[src/rtl/psum_drain.sv]
// Drains partial sums from a show-ahead FIFO into a 2-entry skid buffer feeding a valid/ready sink.
// Define PSUM_RELU_EN to clamp negative words to zero as they enter the buffer.
module psum_drain #(
   parameter int sum_bw = 22,
   parameter int cnt_bw = 5
) (
   input  logic              clk,
   input  logic              reset,
   input  logic              start,
   input  logic [cnt_bw-1:0] num_words,
   input  logic              fifo_empty,
   input  logic [sum_bw-1:0] fifo_out,
   output logic              rd,
   output logic [sum_bw-1:0] out_data,
   output logic              out_valid,
   input  logic              out_ready,
   output logic              busy,
   output logic              done,
   output logic [cnt_bw-1:0] drained_cnt
);

   localparam logic [1:0] IDLE  = 2'd0;
   localparam logic [1:0] DRAIN = 2'd1;
   localparam logic [1:0] FLUSH = 2'd2;

   localparam logic [cnt_bw-1:0] CNT_ONE = cnt_bw'(1);

   logic [1:0]        state;
   logic [cnt_bw-1:0] target;
   logic [cnt_bw-1:0] issued;
   logic [1:0]        occ;
   logic [sum_bw-1:0] slot0;
   logic [sum_bw-1:0] slot1;
   logic [sum_bw-1:0] wr_word;
   logic              push;
   logic              pop;

`ifdef PSUM_RELU_EN
   assign wr_word = fifo_out[sum_bw-1] ? '0 : fifo_out;
`else
   assign wr_word = fifo_out;
`endif

   // Pop decision uses only registered occupancy, so out_ready never reaches rd.
   assign rd        = (state == DRAIN) & ~fifo_empty & (occ < 2'd2) & (issued < target);
   assign push      = rd;
   assign out_valid = (occ != 2'd0);
   assign out_data  = slot0;
   assign pop       = out_valid & out_ready;
   assign busy      = (state != IDLE);
   assign done      = (state == FLUSH) & (occ == 2'd0);

   always_ff @(posedge clk or posedge reset) begin
      if (reset) begin
         state  <= IDLE;
         target <= '0;
         issued <= '0;
      end else begin
         case (state)
            IDLE: begin
               if (start) begin
                  state  <= DRAIN;
                  target <= num_words;
                  issued <= '0;
               end
            end
            DRAIN: begin
               if (push) issued <= issued + CNT_ONE;
               if (issued == target) state <= FLUSH;
            end
            FLUSH: begin
               if (occ == 2'd0) state <= IDLE;
            end
            default: state <= IDLE;
         endcase
      end
   end

   always_ff @(posedge clk or posedge reset) begin
      if (reset) begin
         drained_cnt <= '0;
      end else if ((state == IDLE) && start) begin
         drained_cnt <= '0;
      end else if (pop) begin
         drained_cnt <= drained_cnt + CNT_ONE;
      end
   end

   // slot0 is always the head; a push alongside a pop can only happen at occupancy 1.
   always_ff @(posedge clk or posedge reset) begin
      if (reset) begin
         occ   <= 2'd0;
         slot0 <= '0;
         slot1 <= '0;
      end else begin
         case ({push, pop})
            2'b10: begin
               if (occ == 2'd0) slot0 <= wr_word;
               else             slot1 <= wr_word;
               occ <= occ + 2'd1;
            end
            2'b01: begin
               slot0 <= slot1;
               occ   <= occ - 2'd1;
            end
            2'b11: begin
               slot0 <= wr_word;
            end
            default: begin
            end
         endcase
      end
   end

endmodule

[config.mk]
export PLATFORM = sky130hd
export DESIGN_NAME = psum_drain
export DESIGN_NICKNAME = d
export VERILOG_FILES = /design/src/rtl/psum_drain.sv
export SDC_FILE = /design/constraint.sdc
export NUM_CORES = 1
export LEC_CHECK = 0
export CORE_UTILIZATION = 54
export CTS_BUF_LIST = sky130_fd_sc_hd__clkbuf_8 sky130_fd_sc_hd__clkbuf_16
export CTS_CLUSTER_DIAMETER = 60
export CTS_CLUSTER_SIZE = 8
export DETAILED_ROUTE_END_ITERATION = 6
export GPL_ROUTABILITY_DRIVEN = 0
export GPL_TIMING_DRIVEN = 0
export PLACE_DENSITY = 0.84
export RECOVER_POWER = 25
export SLEW_MARGIN = 20
export SYNTH_ARGS = -nofsm -noshare
export SYNTH_HDL_FRONTEND = slang
export SYNTH_SLANG_ARGS = --single-unit
[constraint.sdc]
create_clock -name clk -period 3.9 [get_ports clk]
set_clock_uncertainty 0.1 [all_clocks]
set_input_delay 1.17 -clock clk [delete_from_list [all_inputs] [get_ports clk]]
set_output_delay 1.17 -clock clk [all_outputs]
set_load 0.01 [all_outputs]
==> out/metrics.yaml, run 1 <==
outcome:
  status: "completed"
drt:
  drt-total-wl_mm: 6.40
  dr.pass1.iters: 5
  drc: 0
  wl_per_cell_microns: 15.1
  drtIter0Drc: 126
  ant_nets: 0
  viasPerCell: 5.45
  vias: 2317
timing:
  rsz0062_at_grt: "false"
  layout_setup_ws_ns: 0.130
  tightestPinTransition_ns: 1.12
  final.setup.tns_ns: 0
  fmax_mhz: 265
  setup_viol: 0
  final.min_clock_period_ns: 3.77
  hold_viol: 0
  slew_viol_final: 0
  maxSlewHeadroom_pct: 25.2
  period_share_pct: 96.7
place:
  hpwl_mm: 4.39
  port_buffers: 62
  dp_cells: 409
  pre_cts_ws_ns: -0.409
logic_synthesis:
  synthFlopType: "dfrtp_1"
  synth_edf_count: 0
  synth_top_area_share_pct: 54.2
  synthTopCellsByCount: "dfrtp_1, inv_1, nor2_1, a222oi_1, mux2i_1"
  yosysTopAreaCell: "dfrtp_1"
  synth_nets: 315
  synth_seq_area_share_pct: 54.2
  syn-cell-area_sq_um: 2910
  ys_ff_latch: 63
  syn_area_per_cell_sq_um: 10.5
  synth_warnings: 0
  ys_async_sr_fraction_pct: 100
  synth_cells: 276
  ys_types: 34
  synth_most_common_cell: "dfrtp_1"
  synth_area_leaders: "dfrtp_1, inv_1, a222oi_1"
clock_network:
  path_clk_slew_ns: 0.07
  cts_buffers: 9
  cts_tree: "built"
  cts_hold_buf: 0
  cts_max_path_buffers: 2
  clkSinkCount: 63
  h-tree-depth: 3
  ctsRootBufferMaster: "clkbuf_8"
  insertion_delay_ns: 0.35
die:
  die_w_microns: 75.4
  initial_core_util_pct: 56.6
  fp.coreArea_sq_um: 5140
  ios: 63
  rows: 26
  die_h_microns: 75.4
  fp.dieArea_sq_um: 5690
critical_path:
  cp_num_buf_inv: 3
  cp_slowest_cell: "clkdlybuf4s50_1"
  cp.required_ns: 2.63
  critPathArrivalTime_ns: 2.50
  slowest_delay_ns: 0.42
  crit_family: "buffers and inverters"
  worst-path-max-fanout: 6
  startpoint_type: "input port"
  crit_chain: "clkdlybuf4s50_1 -> nor2_2 -> nand3_2 -> or2_4 -> inv_4 -> clkdlybuf4s15_2"
  end_kind: "primary output"
  timing_worst_setup_path_type: "in2out"
power:
  ir_worst_vdd_mv: 0.520
  power_density_nw_per_um2: 861
  leakagePower_uw: 0.00182
global_routing:
  grt_pass1_wl_mm: 9.94
  grt_max_degree: 39
  grt_pass1_vias: 2184
  grt_antenna_before_repair: 0
  grt_util_all_layers_pct: 24.1
  grt-ovfl-total: 0
layout:
  syn_to_final_growth_pct: 33.5
  drive_gt1_share_pct: 10.1
  final_util_pct: 75.6
  fin_cells: 425
  nets: 389
  n_antenna_cell: 0
min_path:
  min-delay-path-class: "reg2reg"
job:
  cap_violations: 0
-- cells by family (layout without fill, tap and decap cells) --
| group | count (synthesis) | count (layout) | synth area share (%) |
|---|---|---|---|
| xor+xnor | 7 | 7 | 2.11 |
| flops | 63 | 63 | 54.2 |
| simple gates | 49 | 49 | 8.00 |
| compound gates | 52 | 52 | 13.9 |
| fa+ha+maj | 7 | 7 | 3.01 |
| buf+inv | 74 | 153 | 10.1 |
| mux | 24 | 24 | 8.73 |
-- report_power, final --
group / switching (uW) / internal, uW
Combinational: 787 / 719
Sequential: 178 / 968
Clock: 256 / 439
Total: 1220 / 2130
-- placed cells by master, fill, tap and decap left out, drive strengths merged, types with 8 or more instances in the layout --
cell type	synthesis	routed
nor3	8	8
nand2	10	10
o22ai	10	10
inv	61	60
nor2	20	20
clkdlybuf4s50	0	59
mux2	11	11
a222oi	15	15
clkbuf	7	18
dfrtp	63	63
mux2i	13	13
o21ai	11	11
-- state kept, by name, summed over array words and instances (netlist names) --
name / count
drained_cnt: 5
occ: 2
out_data: 22
slot1: 22
issued: 5
target: 5
state: 2
-- path summary, 6_finish.rpt --
check	from	end	slack, ns	depth (start not counted)
hold / removal	slot1[5]	slot1[5]	0.39	1
min in group asynchronous	reset	out_data[17]	1.38	2
max in group asynchronous	reset	out_data[2]	0.91	3
setup / recovery	fifo_empty	rd	0.13	6
setup reg to reg	issued[0]	out_data[17]	1.26	8
hold reg to reg	slot1[5]	slot1[5]	0.39	1
-- through the flow --
stage | power, uW | hold slack (ns) | area, sq um
after CTS | 3350 | 0.391 | 3890
after global placement | 2570 | 0.368 | 3620
after detailed placement | 2630 | 0.376 | 3640
final | 3350 | 0.393 | 3890
after floorplan | 2060 | 0.359 | 2910
after global routing | 3560 | 0.400 | 3890
-- what timing repair did --
| action | in CTS | in global routing |
|---|---|---|
| gates cloned | 0 | 0 |
| setup endpoints to repair | 1 | 1 |
| gates resized for setup | 5 | 3 |
| buffers inserted | 0 | 1 |
-- layout make-up --
cell class / count / area [sq um]
Fill cell: 386 / 1250
Buffer: 12 / 60.1
Multi-Input combinational cell: 139 / 1050
Clock buffer: 10 / 138
Timing Repair Buffer: 64 / 634
Tap cell: 70 / 87.6
Sequential cell: 63 / 1580
Inverter: 61 / 233
Clock inverter: 6 / 108
-- per-layer routing --
layer	track usage, %	vias up	wire length (microns)
met2	40.2	69	3150
met1	30.1	1142	2810
li1	-	1098	-
met3	5.29	8	332
met4	11.5	0	104
met5	0	-	0
Note: power is estimated with default switching activity, not from simulation.
==> run 2, diff against run 1 <==
Settings changed: CTS_CLUSTER_SIZE 8 to 14.
==> results of run 2 <==
No change in the layout: final DEF, timing and power equal those of run 1.
==> run 3, diff against run 2 <==
Settings changed: RECOVER_POWER 25 to unset.
==> run 3 against run 2 <==
Effect of this change: worst setup slack improved by 0.0065 ns; final cell count unchanged; clock power about the same; non-clock buffer count unchanged; register-to-register slack improved by 0.03 ns; via count decreased by 0.86%; final area increased by 0.42%; sequential power about the same; sequential share of layout area decreased by 0.17 points; combinational power about the same; critical endpoint unchanged; largest power group unchanged; highest routed layer unchanged.
==> out/metrics.yaml, run 3 (synthesis results as in run 1) <==
outcome:
  status: "completed"
timing:
  setup_viol: 0
  final.setup.tns_ns: 0
  slew_viol_final: 0
  fmax_mhz: 266
  rsz0062_at_grt: "false"
  maxSlewHeadroom_pct: 63.0
  hold-worst-slack_ns: 0.393
  period_share_pct: 96.5
  hold_viol: 0
  tightestPinTransition_ns: 0.549
  final.min_clock_period_ns: 3.76
  layout_setup_ws_ns: 0.137
clock_network:
  path_clk_slew_ns: 0.07
  cts_hold_buf: 0
  cts_tree: "built"
  ctsRootBufferMaster: "clkbuf_8"
  cts_max_path_buffers: 2
  h-tree-depth: 3
  clkSinkCount: 63
  insertion_delay_ns: 0.34
  cts_buffers: 9
critical_path:
  cp.required_ns: 2.63
  startpoint_type: "input port"
  end_kind: "primary output"
  critPathArrivalTime_ns: 2.49
  timing_worst_setup_path_type: "in2out"
  worst-path-max-fanout: 6
layout:
  drive_gt1_share_pct: 10.1
  n_antenna_cell: 0
  final_cell_mix: "dfrtp_1, clkdlybuf4s50_1, inv_1"
  layout.cells.most_common: "dfrtp_1"
  fillers: 383
  nets: 389
  register_area_sq_um: 1580
  multiInputGateArea_sq_um: 1050
  syn_to_final_growth_pct: 34.1
  final_util_pct: 75.9
drt:
  drt-total-wl_mm: 6.35
  dr.pass1.iters: 4
  drtIter0Drc: 142
  drc: 0
  ant_nets: 0
  vias: 2297
  wl_per_cell_microns: 14.9
  viasPerCell: 5.40
global_routing:
  grt_pass1_wl_mm: 9.94
  grt_max_degree: 39
  grt_pass1_vias: 2184
  grt_util_all_layers_pct: 24.1
  grt_antenna_before_repair: 0
  grt-ovfl-total: 0
power:
  ir_worst_vdd_mv: 0.519
  finalPower_uw: 3340
  leakagePower_uw: 0.00183
  power_density_nw_per_um2: 857
place:
  pre_cts_ws_ns: -0.409
  port_buffers: 62
  hpwl_mm: 4.39
die:
  die_w_microns: 75.4
  ios: 63
  fp.coreArea_sq_um: 5140
  die_h_microns: 75.4
  initial_core_util_pct: 56.6
  fp.dieArea_sq_um: 5690
  rows: 26
job:
  cap_violations: 0
min_path:
  min-delay-path-class: "reg2reg"
-- run 3: changes by cell type in the layout (fill, tap and decap cells not counted) --
cell             previous run  this run
buf_12                      0         1
clkbuf_2                    1         0
clkdlybuf4s50_1            59        61
clkinvlp_2                  1         0
dlygate4sd3_1               2         0
inv_4                       1         2
-- run 3: layer usage --
layer / vias up / wire length, microns / share of wire, % / global-route usage, %
met4: 0 / 108 / 1.7 / 11.5
met1: 1127 / 2750 / 43 / 30.1
li1: 1098 / - / - / -
met2: 62 / 3190 / 50 / 40.2
met3: 10 / 296 / 4.7 / 5.29
met5: - / 0 / 0 / 0
-- run 3: cell type report --
cell class / count / share of cell area, %
clock inverters: 6 / 2.76
plain buffers: 12 / 1.54
clock buffers: 10 / 3.53
repair buffers: 64 / 16.6
inverters: 61 / 6.00
well taps: 70 / 2.24
multi-input cells: 139 / 26.9
flip-flops and latches: 63 / 40.4
-- run 3: metrics by stage --
step           instance area, sq um  std cells
4_1_cts                        3890        425
2_1_floorplan                  2910        276
3_5_place_dp                   3640        409
6_report                       3900        425
5_1_grt                        3900        425
3_3_place_gp                   3620        408
-- run 3: path summary, 6_finish.rpt --
| path | cells past startpoint | start | slack [ns] | end |
|---|---|---|---|---|
| worst max register to register | 8 | issued[0] | 1.29 | out_data[17] |
| worst min-delay path | 1 | slot1[2] | 0.39 | slot1[2] |
| worst max-delay path | 6 | fifo_empty | 0.14 | rd |
| max in group asynchronous | 3 | reset | 2.15 | slot1[0] |
| worst min register to register | 1 | slot1[2] | 0.39 | slot1[2] |
| min in group asynchronous | 2 | reset | 1.04 | out_data[17] |
-- run 3: power by group --
group	total, uW	switching [uW]	internal [uW]
Sequential	1140	177	968
Clock	693	254	439
Combinational	1510	784	721
-- run 3: worst max-delay path, stage by stage --
cell             delay [ns]
clkdlybuf4s50_1        0.42
nor2_2                 0.13
nand3_2                0.14
or2_4                  0.32
inv_4                  0.09
clkdlybuf4s15_2        0.22
-- run 3: timing repair --
item	in CTS	in global routing
gates resized for setup	5	3
endpoints found under the hold margin	0	0
endpoints found under the setup margin	1	1
buffers inserted	0	1
==> edit 1: new RTL, flow settings as in run 1 <==
The option `PSUM_RELU_EN` is turned on by a define.
--- a/src/rtl/psum_drain.sv
+++ b/src/rtl/psum_drain.sv
@@ -2,2 +2,4 @@
 // Define PSUM_RELU_EN to clamp negative words to zero as they enter the buffer.
+`define PSUM_RELU_EN
+
 module psum_drain #(
Formal check against the unedited RTL: not equivalent (a bounded check fails within 4 cycles, from zero or initial values and one cycle with reset high).
==> edit 1 against run 1 <==
  * Cell count up 4.0%
  * Sequential share of layout area shrank 1.1 points
  * Via count increased by 6.4%
  * Clock power decreased by 7.6%
  * Register-to-register slack better by 190 ps
  * Setup slack got worse by 33 ps
  * Global-route usage up 0.71 points
  * Synthesized area up 1.5%
  * Cell area is 0.35% lower
  * Total power grew 0.85%
  * Hold slack better by 2.1 ps
  * Maximum frequency shrank 0.88%
  * Wire length rose by 3.5%
  * Sequential cell count fell by 2
  * Highest routed layer unchanged
==> edit 1: results (changes against run 1) <==
Global routing
  – First-pass GRT wire length: 11300 um (+14%)
  – Number of global-route vias before repair: 2429 (+11%)
  – Largest net degree at the start of global routing: 49 (+26%)
  – GR Util All Layers: 24.86% (+0.71 points)

Placement
  – Placed inst area: 3672 um2 (+0.86%)
  – Post-DP HPWL: 4500 um (+2.5%)
  – I/O Buffers: 60 (-3.2%)

Critical path
  – Worst-path fanout max: 16 (+10)
  – Arr. time, crit path: 2530 ps (+30 ps)

Synthesis
  – Top cells by area, synth: dfrtp_1, a222oi_1, o2bb2ai_1, nand2b_1, inv_1
  – Sequential share of the synthesized area: 51.67% (-2.5 points)
  – Post-synth ARST share: 100.0% (unchanged)
  – Synth top cells by count: dfrtp_1, inv_1, nand2_1, nand2b_1
  – Distinct cell type count of the synthesized netlist: 35 (+2.9%)
  – Post-synthesis net count: 335 (+6.3%)
  – Synth warn: 0 (unchanged)

Clock tree
  – Clock buffer depth: 2 (unchanged)
  – TritonCTS Buffers: 9 (unchanged)
  – Clock transition at path regs: 70 ps (about the same)
  – Root Buffer: clkbuf_8

STA
  – Final Hold Fails: 0 (unchanged)
  – Worst-Margin Slew: 1161 ps (+45.67 ps)

Hold path
  – Hold Crit Class: flip-flop to flip-flop

Power
  – Static Leak: 1.758 nW (-3.3%)
  – Power Internal: 2.129 mW (+0.14%)
  – Worst ir drop on vdd: 0.4478 mV (-14%)

Drt
  – Pre-antenna DRT Iters: 5 (unchanged)
  – Iter 0 DRT Violations: 233 (+85%)
  – DR vias: 2465 (+6.4%)
  – WL/cell: 14.99 um (-0.44%)

Final layout
  – Layout cell share with drive strength beyond 1: 7.258% (-2.9 points)
  – Nets@finish: 406 (+4.4%)

Status
  – Status: finished clean
[edit 1: power by group through the flow]
stage / combinational, mW / sequential [mW] / clock (mW)
floorplan: 0.974 / 1.17 / 0
global placement: 1.53 / 1.14 / 0
detailed placement: 1.59 / 1.15 / 0
CTS: 1.60 / 1.14 / 0.647
global route: 1.75 / 1.18 / 0.677
finish: 1.59 / 1.14 / 0.643
[edit 1: cell families (layout without fill, tap and decap cells)]
group | count (synthesis) | in the layout | synth area share, %
xor gates and xnor gates | 7 | 7 | 2.075
buffers and inverters | 52 | 128 | 7.496
AOI/OAI and AO/OA | 79 | 79 | 20.42
muxes | 3 | 3 | 1.101
and+or+nand+nor | 86 | 86 | 14.15
adders and majority gates | 7 | 7 | 2.965
other | 1 | 1 | 0.1269
DFF | 61 | 61 | 51.67
[edit 1: worst paths after layout]
kind                                  from      endpoint  slack, ps  cells past startpoint
worst max register to register   issued[4]  out_data[13]       1450                      8
worst min-delay path              slot1[1]      slot1[1]        390                      2
min in group asynchronous            reset     issued[4]       1220                      2
max in group asynchronous            reset  out_data[16]        990                      3
worst max-delay path            fifo_empty            rd        100                      7
worst min register to register    slot1[1]      slot1[1]        390                      2
[edit 1: layer usage]
layer	vias to the layer above	GRT usage [%]	part of all wire, %
li1	1183	-	-
met1	1185	33.20	45
met2	83	38.73	48
met3	14	4.337	5.2
met4	0	13.46	2.6
met5	-	0	0
[edit 1: area by class of cell]
cell class              count  area (um2)
clock inverters             5       73.82
repair buffers             61       604.3
fillers                   360        1300
clock buffers              11       151.4
inverters                  32       126.4
well taps                  70       87.58
plain buffers              19       96.34
multi-input cells         183        1206
flip-flops and latches     61        1526
[edit 1: critical path, cell delays in order]
cell,delay (ps)
clkdlybuf4s50_1,400
nor2_1,120
and3_1,170
buf_4,150
nand2_4,90
inv_6,140
dlygate4sd2_1,290
[edit 1: timing repair]
item,in CTS,in global routing
endpoints found under the setup margin,1,0
setup buffers,0,0
hold buffers,0,0
gates resized for setup,3,0
[edit 1: per-stage QoR]
step / instances / total power [mW] / worst slack, ps / hold slack (ps) / setup TNS, ps
4_1_cts: 442 / 3.385 / 95.12 / 394.5 / 0
3_5_place_dp: 427 / 2.737 / -418.9 / 377.9 / -418.9
3_3_place_gp: 426 / 2.672 / -375.9 / 362.8 / -375.9
2_1_floorplan: 296 / 2.147 / 757.1 / 351.1 / 0
5_1_grt: 442 / 3.612 / 10.95 / 413.5 / 0
6_report: 442 / 3.376 / 96.80 / 394.8 / 0
==> edit 2: new RTL, flow settings as in run 1 <==
Without the edit above. Reset style: synchronous (`reset`), changed in 3 clocked blocks.
--- a/src/rtl/psum_drain.sv
+++ b/src/rtl/psum_drain.sv
@@ -52,3 +52,3 @@
 
-   always_ff @(posedge clk or posedge reset) begin
+   always_ff @(posedge clk) begin
       if (reset) begin
@@ -78,3 +78,3 @@
 
-   always_ff @(posedge clk or posedge reset) begin
+   always_ff @(posedge clk) begin
       if (reset) begin
@@ -89,3 +89,3 @@
    // slot0 is always the head; a push alongside a pop can only happen at occupancy 1.
-   always_ff @(posedge clk or posedge reset) begin
+   always_ff @(posedge clk) begin
       if (reset) begin
Function: differs if reset is asserted again (counterexample within 4 cycles, from zero or initial values and one cycle with reset high); with reset held inactive, the same outputs for 4 cycles.
==> edit 2 against run 1 <==
  * Critical path depth down 1
  * Core utilization is 3.3 points lower
  * Wire length up 4.8%
  * Cell count grew 15%
  * Cell area grew 1.8%
  * Count of clock-buffer cells in the layout decreased by 1
  * Synthesized area increased by 4.9%
  * Maximum frequency rose by 4.8%
  * Setup slack improved by 170 ps
  * Sequential cell count unchanged
  * Highest routed layer unchanged
  * Largest cell class is now multi-input gates
Power is not compared: it rests on default switching activity, and its combinational part moved more than twofold at a synthesized area within 25%.
==> edit 2: results (changes against run 1) <==
Placement
  – I/O Buffers: 61 (-1.6%)
  – Placed inst area: 3752 um2 (+3.1%)
  – Inst Count DP: 472 (+15%)
  – Post-DP HPWL: 4696 um (+7.0%)
  – Dpl ws: -464.4 ps (-55.13 ps)

Clock tree
  – PostCTS Resize Cnt: 2 (-3)
  – Post-CTS Setup Bufs: 1 (+1)
  – H-tree depth: 3 (unchanged)

Final layout
  – Layout cell share with drive strength beyond 1: 10.82% (+0.68 points)
  – Nets@finish: 453 (+16%)
  – Final Non-Filler Cells: 488 (+15%)

Synthesis
  – Post-synth ARST share: 0% (-100 points)
  – Post-Syn Instances: 339 (+23%)
  – Compound-cell area share of the yosys netlist: 8.610% (-5.3 points)
  – Post-synthesis net count: 380 (+21%)
  – Mux contribution to synthesized area: 18.45% (+9.7 points)
  – Synth top cells by count: dfxtp_1, nand2_1, a21oi_1, nor2_1, mux2i_1
  – Post-Synth Adder-Cell Area: 3.690% (+0.68 points)
  – Sequential share of the synthesized area: 41.33% (-13 points)
  – Synth Area in XOR/XNOR: 1.722% (-0.38 points)
  – Top cells by area, synth: dfxtp_1, mux2_4, mux2i_1, nand2_1, a21oi_1
  – Distinct cell type count of the synthesized netlist: 38 (+12%)

STA
  – WHS: 357.8 ps (-34.82 ps)
  – Slew headroom: 51.12% (+26 points)

Hold path
  – Hold EP: slot1[17]
  – Min-delay src: slot1[17]

Status
  – Status: finished clean

Critical path
  – Reg-to-reg startpoint: target[4]
  – FF-to-FF End: out_data[1]
  – Register-to-Register Path Depth: 11 (+3)
  – Arr. time, crit path: 2330 ps (-170 ps)
  – R2R Setup Slk: 770 ps (-490 ps)
  – Slowest stage delay, CP: 490 ps (+70 ps)

Drt
  – WL final: 6705 um (+4.8%)
  – DR vias: 2598 (+12%)

Global routing
  – Number of global-route vias before repair: 2386 (+9.2%)
  – GR Util All Layers: 23.67% (-0.47 points)
  – Largest net degree at the start of global routing: 11 (-72%)

Power
  – Pwr Total: about 1.6 mW
edit 2: worst max path at each step:
stage               start            to  slack (ps)
6_report       fifo_empty            rd         300
4_1_cts        fifo_empty            rd          30
2_1_floorplan  fifo_empty            rd         690
3_5_place_dp   fifo_empty            rd        -460
3_3_place_gp   fifo_empty            rd        -450
5_1_grt         out_ready  out_data[18]         180
edit 2: layout make-up:
class                   count  area [um2]
inverters                   9       33.78
well taps                  72       90.09
plain buffers              21       112.6
clock buffers               9       123.9
multi-input cells         246        1659
repair buffers             62       620.6
fillers                   414        1518
flip-flops and latches     63        1261
clock inverters             6       53.80
edit 2: routing by layer:
layer	part of all wire, %	GRT usage (%)	up-vias
li1	-	-	1282
met1	45	29.22	1229
met2	49	39.91	75
met3	4.6	4.048	12
met4	1.7	10.94	0
met5	0	0	-
edit 2: worst max-delay path, delay by kind of cell:
family | cells | cell delay (ps)
buf+inv | 3 | 770
simple gates | 2 | 390
